--- src/rtl/conv_layer_scheduler_pkg.sv ---
// conv_layer_scheduler_pkg: shared FSM encoding, descriptor layout and table depth.
package conv_layer_scheduler_pkg;
    localparam int MAX_LAYERS = 8;
    localparam int DESC_W = 40;
    localparam int TL_LSB = 0, TL_W = 10;
    localparam int FN_LSB = 10, FN_W = 10;
    localparam int IC_LSB = 20, IC_W = 10;
    localparam int KS_LSB = 30, KS_W = 5;
    localparam int PAD_LSB = 35, PAD_W = 3;
    localparam int STR_LSB = 38, STR_W = 2;
    typedef enum logic [2:0] {IDLE, CLR, CFG, GO, RUN, WREQ, NEXT, FIN} state_t;
endpackage

--- src/rtl/layer_desc_regfile.sv ---
// layer_desc_regfile: descriptor table, one write port and one asynchronous read port.
module layer_desc_regfile
    import conv_layer_scheduler_pkg::*;
#(
    parameter int DEPTH = 8,
    parameter int AW = 3
) (
    input  logic              clk,
    input  logic              we,
    input  logic [AW-1:0]     waddr,
    input  logic [DESC_W-1:0] wdata,
    input  logic [AW-1:0]     raddr,
    output logic [DESC_W-1:0] rdata
);
    logic [DESC_W-1:0] mem [DEPTH];
    always_ff @(posedge clk) begin
        if (we) mem[waddr] <= wdata;
    end
    assign rdata = mem[raddr];
endmodule

--- src/rtl/conv_layer_scheduler.sv ---
// conv_layer_scheduler: steps the 1D-conv control through a table of layer descriptors,
// brokering weight reloads with the DMA between start_whole and done_all.
module conv_layer_scheduler #(
    parameter int MAX_LAYERS = conv_layer_scheduler_pkg::MAX_LAYERS,
    parameter int IDX_W = 3
) (
    input  logic             clk,
    input  logic             rst,
    input  logic             cfg_we,
    input  logic [IDX_W-1:0] cfg_addr,
    input  logic [39:0]      cfg_data,
    input  logic [IDX_W:0]   num_layers,
    input  logic             start,
    input  logic             abort,
    output logic             busy,
    output logic             done,
    output logic [IDX_W-1:0] cur_layer,
    output logic [9:0]       filters_done,
    output logic [1:0]       stride,
    output logic [2:0]       padding,
    output logic [4:0]       kernel_size,
    output logic [9:0]       input_channels,
    output logic [9:0]       filter_number,
    output logic [9:0]       temporal_length,
    output logic             conv_rst_n,
    output logic             start_whole,
    input  logic             done_all,
    input  logic             done_filter,
    input  logic             weight_req_top,
    output logic             weight_ack_top,
    output logic             dma_req,
    output logic [IDX_W-1:0] dma_layer,
    input  logic             dma_ack
);
    import conv_layer_scheduler_pkg::*;
    localparam logic [IDX_W:0] MAXV = (IDX_W+1)'(MAX_LAYERS);
    state_t state, state_n;
    logic [IDX_W:0] n_layers, next_idx;
    logic [DESC_W-1:0] desc;
    logic wreq_q, aborted, kill;
    assign kill = abort && state != IDLE;
    assign next_idx = {1'b0, cur_layer} + (IDX_W+1)'(1);
    assign busy = state != IDLE;
    assign start_whole = state == GO;
    // aborted stretches the conv reset into the cycle after an abort
    assign conv_rst_n = !(rst || state == CLR || aborted);

    layer_desc_regfile #(.DEPTH(MAX_LAYERS), .AW(IDX_W)) u_table (
        .clk(clk), .we(cfg_we && state == IDLE), .waddr(cfg_addr), .wdata(cfg_data),
        .raddr(cur_layer), .rdata(desc)
    );

    always_comb begin
        state_n = state;
        case (state)
            IDLE: if (start) state_n = num_layers == '0 ? FIN : CLR;
            CLR:  state_n = CFG;
            CFG:  state_n = GO;
            GO:   state_n = RUN;
            RUN:  state_n = done_all ? NEXT : (weight_req_top && !wreq_q) ? WREQ : RUN;
            WREQ: state_n = dma_ack ? RUN : WREQ;
            NEXT: state_n = next_idx == n_layers ? FIN : CLR;
            FIN:  state_n = IDLE;
            default: state_n = IDLE;
        endcase
        if (kill) state_n = IDLE;
    end

    always_ff @(posedge clk) begin
        if (rst) begin
            state <= IDLE;
            n_layers <= '0;
            cur_layer <= '0;
            filters_done <= '0;
            {stride, padding, kernel_size, input_channels, filter_number, temporal_length} <= '0;
            done <= 1'b0;
            weight_ack_top <= 1'b0;
            dma_req <= 1'b0;
            dma_layer <= '0;
            wreq_q <= 1'b0;
            aborted <= 1'b0;
        end else begin
            state <= state_n;
            wreq_q <= weight_req_top;
            aborted <= kill;
            done <= state == FIN && !kill;
            weight_ack_top <= state == WREQ && dma_ack && !kill;
            if (state == IDLE && start) begin
                n_layers <= num_layers > MAXV ? MAXV : num_layers;
                cur_layer <= '0;
            end
            if (state == NEXT && state_n == CLR) cur_layer <= next_idx[IDX_W-1:0];
            if (state == CLR) filters_done <= '0;
            else if ((state == RUN || state == WREQ) && done_filter && filters_done != 10'h3ff)
                filters_done <= filters_done + 10'd1;
            if (state == CFG) begin
                stride <= desc[STR_LSB +: STR_W];
                padding <= desc[PAD_LSB +: PAD_W];
                kernel_size <= desc[KS_LSB +: KS_W];
                input_channels <= desc[IC_LSB +: IC_W];
                filter_number <= desc[FN_LSB +: FN_W];
                temporal_length <= desc[TL_LSB +: TL_W];
            end
            if (state == RUN && state_n == WREQ) begin
                dma_req <= 1'b1;
                dma_layer <= cur_layer;
            end else if (kill || (state == WREQ && dma_ack)) dma_req <= 1'b0;
        end
    end
endmodule

--- config.mk ---
export PLATFORM = sky130hd
export DESIGN_NAME = conv_layer_scheduler
export DESIGN_NICKNAME = d
export VERILOG_FILES = /design/src/rtl/conv_layer_scheduler_pkg.sv /design/src/rtl/layer_desc_regfile.sv /design/src/rtl/conv_layer_scheduler.sv
export SDC_FILE = /design/constraint.sdc
export NUM_CORES = 1
export LEC_CHECK = 0
export CAP_MARGIN = 20
export CORE_ASPECT_RATIO = 1.75
export CORE_MARGIN = 2
export CORE_UTILIZATION = 35
export CTS_CLUSTER_DIAMETER = 150
export CTS_CLUSTER_SIZE = 16
export DETAILED_ROUTE_END_ITERATION = 8
export GPL_TIMING_DRIVEN = 1
export PLACE_DENSITY = 0.52
export REMOVE_ABC_BUFFERS = 1
export SLEW_MARGIN = 20
export SYNTH_ARGS = -nofsm -noshare
export SYNTH_HDL_FRONTEND = slang
export SYNTH_HIERARCHICAL = 1
export SYNTH_SLANG_ARGS = --single-unit
--- constraint.sdc ---
create_clock -name clk -period 4.91 [get_ports clk]
set_input_delay 0.491 -clock clk [delete_from_list [all_inputs] [get_ports clk]]
set_output_delay 0.491 -clock clk [all_outputs]
set_load 0.005 [all_outputs]
==> results of run 1 <==
## metrics by stage
stage / hold WS, ns / setup slack (ns)
final: 0.453 / 1.73
after detailed placement: 0.447 / 1.92
after global routing: 0.474 / 1.48
after global placement: 0.445 / 1.87
after CTS: 0.458 / 1.58
after floorplan: 0.428 / 0.702
## per-layer routing
layer / wire (um) / up-vias / GRT usage [%]
li1: - / 3515 / -
met1: 13000 / 3872 / 16.9
met2: 18200 / 138 / 28.3
met3: 1120 / 39 / 1.73
met4: 531 / 2 / 3.48
met5: 13 / - / 0
## how the worst max path moves through the flow
stage / from / endpoint / slack [ns] / depth (start not counted)
after global placement: cfg_we / u_table/mem[5][17] / 1.87 / 5
after CTS: state[0] / conv_rst_n / 1.58 / 5
final: state[0] / conv_rst_n / 1.73 / 5
after detailed placement: cfg_we / u_table/mem[5][17] / 1.92 / 5
after floorplan: state[1] / u_table/mem[0][0] / 0.70 / 4
after global routing: state[0] / conv_rst_n / 1.48 / 5
## worst min-delay path: stages (launching register included)
cell,delay [ns]
dfxtp_1,0.31
nand2_1,0.05
a21oi_1,0.05
## placed cells by master, fill, tap and decap left out, drive strengths merged, types with 2 or more instances in the layout
| master | netlist | layout |
|---|---|---|
| a211oi | 2 | 2 |
| a21oi | 52 | 52 |
| and2 | 4 | 4 |
| and3b | 3 | 3 |
| and4 | 2 | 2 |
| buf | 18 | 18 |
| clkbuf | 22 | 51 |
| clkdlybuf4s50 | 0 | 116 |
| dfxtp | 68 | 68 |
| edfxtp | 320 | 320 |
| ha | 2 | 2 |
| inv | 4 | 4 |
| mux2 | 40 | 40 |
| mux2i | 5 | 5 |
| mux4 | 80 | 80 |
| nand2 | 94 | 94 |
| nand2b | 10 | 10 |
| nand3 | 4 | 4 |
| nand3b | 4 | 4 |
| nand4 | 2 | 2 |
| nor2 | 19 | 19 |
| nor2b | 7 | 7 |
| nor3 | 11 | 11 |
| nor4 | 2 | 2 |
| o21a | 3 | 3 |
| o21ai | 3 | 3 |
| o21ba | 2 | 2 |
| o31ai | 6 | 6 |
| or3b | 3 | 3 |
| or4 | 4 | 4 |
| xnor2 | 2 | 2 |
## flip-flops by register name, indices dropped and copies added (netlist names)
| name | cells |
|---|---|
| aborted | 1 |
| cur_layer | 3 |
| dma_layer | 3 |
| dma_req | 1 |
| done | 1 |
| filter_number | 10 |
| filters_done | 10 |
| input_channels | 10 |
| kernel_size | 5 |
| n_layers | 4 |
| padding | 3 |
| state | 3 |
| stride | 2 |
| temporal_length | 10 |
| u_table/mem | 320 |
| weight_ack_top | 1 |
| wreq_q | 1 |
## layout make-up
cell class                 count  area (um^2)  area share [%]
clock buffer                  51          808            4.52
tap                          566          708            3.96
timing repair buffer         134         1310            7.30
clock inverter                 1         16.3          0.0909
sequential                   388        11000            61.3
inverter                       4         15.0          0.0839
multi-input combinational    380         4070            22.7
## cells in the mapped netlist (3+ instances only)
cell type	count	area [um^2]
a21oi_1	51	255
and2_1	4	25.0
nor2_1	19	71.3
or4_1	4	30.0
buf_2	7	35.0
edfxtp_1	320	9610
nor2b_1	7	43.8
buf_6	9	101
nand3_1	3	15.0
mux4_1	80	2100
nand2_1	94	353
dfxtp_1	68	1360
o21a_1	3	22.5
inv_1	3	11.3
clkbuf_1	22	82.6
nand3b_1	4	30.0
nand2b_1	10	62.6
nor3_1	9	45.0
mux2_2	40	450
mux2i_1	5	50.1
o31ai_1	5	37.5
## report_power, final
part / internal (mW) / total (mW) / switching, mW
Sequential: 3.76 / 3.85 / 0.0961
Combinational: 0.338 / 0.772 / 0.434
Clock: 1.11 / 2.19 / 1.07
## kinds of logic (layout without fill, tap and decap cells)
family	Yosys count	count (layout)	share of synthesized area (%)
flops	388	388	72.1
simple gates	172	172	5.58
mux	125	125	17.1
compound gates	77	77	3.13
buf+inv	44	190	1.59
xor+xnor	4	4	0.321
fa+ha+maj	2	2	0.164
==> run summary, run 1 <==
Area growth syn-to-layout: 17.7%
WP data arrival: 2.69 ns
H-Tree Depth: 1
Post-Syn Area: 0.0152 mm^2
DIE HEIGHT: 280 um
Crit Path Class: flop to primary output
Post-synth cell types: 57
Vias: 7566
Core Area: 0.0431 mm^2
# Post-CTS Setup Buffers: 0
Outcome: finished clean
Die ar.: 0.0452 mm^2
Residual DRC: 0
CTS Buf Count: 28
WL final: 32900 um
Antenna Cells: 0
Worst setup SP type: flop
Final Util: 41.5%
Initial antenna violation count: 1
Yosys warning count: 6
Delay of the slowest critical-path stage: 0.53 ns
Initial core utilization: 35.3%
Fin area: 0.0179 mm^2
LEAKAGE: 5.56 nW
Total grt overflow: 0
CP cell instances: nor2b_1, nor2b_1, or2_0, nor2_1, clkdlybuf4s50_1
HP Class: flop to flop
Async SR Flop Fraction: 0%
Final setup skew: 0.0156 ns
TritonCTS clock tree: yes
Reg2reg setup slack: 2.07 ns
FF-to-FF Start: state[1]
Hold_buf cts: 0
Ports: 118
Fillers: 3840
Slowest cell on crit path: or2_0
Post-DP Area: 0.0171 mm^2
Pins Over Slew Limit: 0
First-pass GRT wire length: 49700 um
All-Layer GR Usage: 14.6%
Critical R2R Capture: u_table/mem[5][35]
Total power draw: 6.81 mW
Die width: 162 um
CP required: 4.42 ns
Buf/Inv on CP: 1
Drt via density: 4.96
Hold Path Origin: temporal_length[1]
PostCTS Resize Cnt: 0
Hold path cells: 2
Number of routed nets with antenna violations: 0
Slew headroom: 30.4%
Final min period: 3.18 ns
Nets: 994
Worst-Skew Late Latency: 0.55 ns
Row cnt: 101
FF+latch count, synth: 388
Share of cells above drive strength 1: 12.2%
Vias in the first global route: 8158
Placed cells: 1472
Most frequent cell on the critical path: nor2b_1
PD cells: 380 mW/mm^2
RePlAce Congestion: 0.737
Fmax: 0.314 GHz
CP top delay family: simple AND/OR/NAND/NOR gates
Sequential area share after synthesis: 72.1%
Worst-Margin Slew: 1.04 ns
DRT iter0 DRCs: 539
Post-DP HPWL: 19700 um
Crit share post-route: 64.8%
Final setup TNS: 0 ns
# clock sinks: 388
Final Hold Fails: 0
Cells after synthesis: 812
Port Buf Inserts: 117
CTS Buffer Depth: 3
Syn Area/Cell: 18.7 um^2
Post-synth EDFFs: 320
RSZ-0062 raised after global routing: false
Layout Cells excl Fill: 1524
Max VDD drop: 0.000309 V
Max-Cap Viols: 0
Worst r2r path cells: 5
Largest net degree at the start of global routing: 62
Critical path capture point type: primary output
Final setup viols: 0
Worst Hold End: temporal_length[1]
Routed WL per cell: 21.6 um
Clock Pin Slew Worst Setup and Hold Paths: 0.08 ns
Root Driver: clkbuf_16
Top FF cell, synth: edfxtp_1
Max FO, Critical Path: 10
First-pass DRT Iterations: 4
Note: power is estimated with default switching activity, not from simulation.
==> run 2: changes to the inputs <==
PLACE_DENSITY = 0.54   (was 0.52)
clock period = 2.6 ns   (was 4.91 ns; I/O delays follow)
==> run summary, run 2 (synthesized netlist as in run 1, its figures left out) <==
Final Hold Fails: 0
Crit Path Class: flop to primary output
CTS Buf Count: 28
First-pass DRT Iterations: 7
Slew headroom: 62.1%
Die ar.: 0.0452 mm^2
Buf/Inv on CP: 1
CP required: 2.34 ns
Vias: 7715
Critical path capture point type: primary output
Final min period: 2.45 ns
Worst-Margin Slew: 0.564 ns
WP data arrival: 2.19 ns
Place WS: 0.413 ns
RePlAce Congestion: 0.743
Worst Slack Setup Final: 0.155 ns
Slowest cell on crit path: clkdlybuf4s50_1
Number of routed nets with antenna violations: 0
TritonCTS clock tree: yes
Most common cell after layout, fill and taps aside: edfxtp_1
Die width: 162 um
Nets: 1007
Drt via density: 5.02
# clock sinks: 388
First-pass GRT wire length: 48900 um
Worst setup SP type: flop
Worst-Skew Late Latency: 0.56 ns
Total grt overflow: 0
WL final: 32700 um
Final hold slack: 0.246 ns
Clock Pin Slew Worst Setup and Hold Paths: 0.08 ns
Final setup TNS: 0 ns
DRT iter0 DRCs: 453
PD cells: 714 mW/mm^2
Delay of the slowest critical-path stage: 0.51 ns
HP Class: primary input to flop
H-Tree Depth: 1
Initial antenna violation count: 1
Post-DP HPWL: 19900 um
Final setup skew: 0.0143 ns
Outcome: finished clean
Crit share post-route: 94.1%
LEAKAGE: 5.66 nW
Max-Cap Viols: 0
Routed WL per cell: 21.3 um
Pins Over Slew Limit: 0
Initial core utilization: 35.3%
Residual DRC: 0
Area growth syn-to-layout: 19.1%
Root Driver: clkbuf_16
All-Layer GR Usage: 14.4%
Most frequent cells in the layout: edfxtp_1 (320), clkdlybuf4s50_1 (116), nand2_1 (94)
Share of cells above drive strength 1: 13.6%
Ports: 118
Max FO, Critical Path: 13
Fmax: 0.409 GHz
Largest net degree at the start of global routing: 41
CTS Buffer Depth: 3
Vias in the first global route: 8081
DIE HEIGHT: 280 um
Top reg by flops: u_table/mem
Fillers: 3756
CP cell instances: nor2b_1, nor2b_1, or2_0, nor2_1, clkdlybuf4s50_1
Antenna Cells: 0
# Post-CTS Setup Buffers: 0
Max VDD drop: 0.000425 V
Most frequent cell on the critical path: nor2b_1
Row cnt: 101
Core Area: 0.0431 mm^2
Port Buf Inserts: 117
CP top delay family: simple AND/OR/NAND/NOR gates
Final Util: 42.1%
Hold_buf cts: 0
RSZ-0062 raised after global routing: false
Largest register FFs: 320
Final setup viols: 0
==> run 2: changes by cell type in the layout (fill, tap and decap cells not counted) <==
cell	previous run	this run
buf_12	1	11
buf_4	16	19
dfxtp_1	65	63
dfxtp_2	1	3
==> run 2: report_power, final <==
part | leakage (nW) | internal, mW | switching [mW]
clock | 0.390 | 2.10 | 2.03
sequential | 3.45 | 7.09 | 0.174
combinational | 1.82 | 0.692 | 0.853
==> run 2: worst paths after layout <==
path	depth (start not counted)	from	slack, ns	endpoint
setup reg to reg	5	state[1]	0.42	u_table/mem[0][21]
hold reg to reg	2	temporal_length[3]	0.46	temporal_length[3]
setup / recovery	5	state[2]	0.15	conv_rst_n
hold / removal	4	rst	0.25	filters_done[5]
==> run 2: area by class of cell <==
class                      instances  area [um^2]  area share [%]
clock buffer                      51          808            4.46
clock inverter                     1         16.3          0.0897
inverter                           4         15.0          0.0828
multi-input combinational        380         4070            22.4
sequential                       388        11000            60.6
tap                              566          708            3.91
timing repair buffer             147         1530            8.44
==> run 2: repair_timing <==
item                       4_1_cts  5_1_grt
setup endpoints to repair        1        1
resized for setup                1        1
cloned                           0        0
==> run 2: per-stage QoR <==
stage          total power, mW  cells  cell area, um^2
6_report                  12.9   1537            18100
5_1_grt                   13.5   1537            18100
4_1_cts                   13.2   1537            18100
3_5_place_dp              9.00   1485            17300
3_3_place_gp              8.98   1485            17300
2_1_floorplan             8.08    772            15000
==> run 2: tightest hold or removal path, delay by kind of cell <==
family                 cells  cell delay, ns
buffers and inverters      2            0.30
and+or+nand+nor            1            0.14
AOI/OAI and AO/OA          1            0.05
==> run 2: routing by layer <==
metal	up-vias	global-route usage, %	routed length (um)
met2	140	27.7	18100
met5	-	0	13
met4	2	3.89	563
met1	3992	16.6	12800
li1	3549	-	-
met3	32	2.09	1210
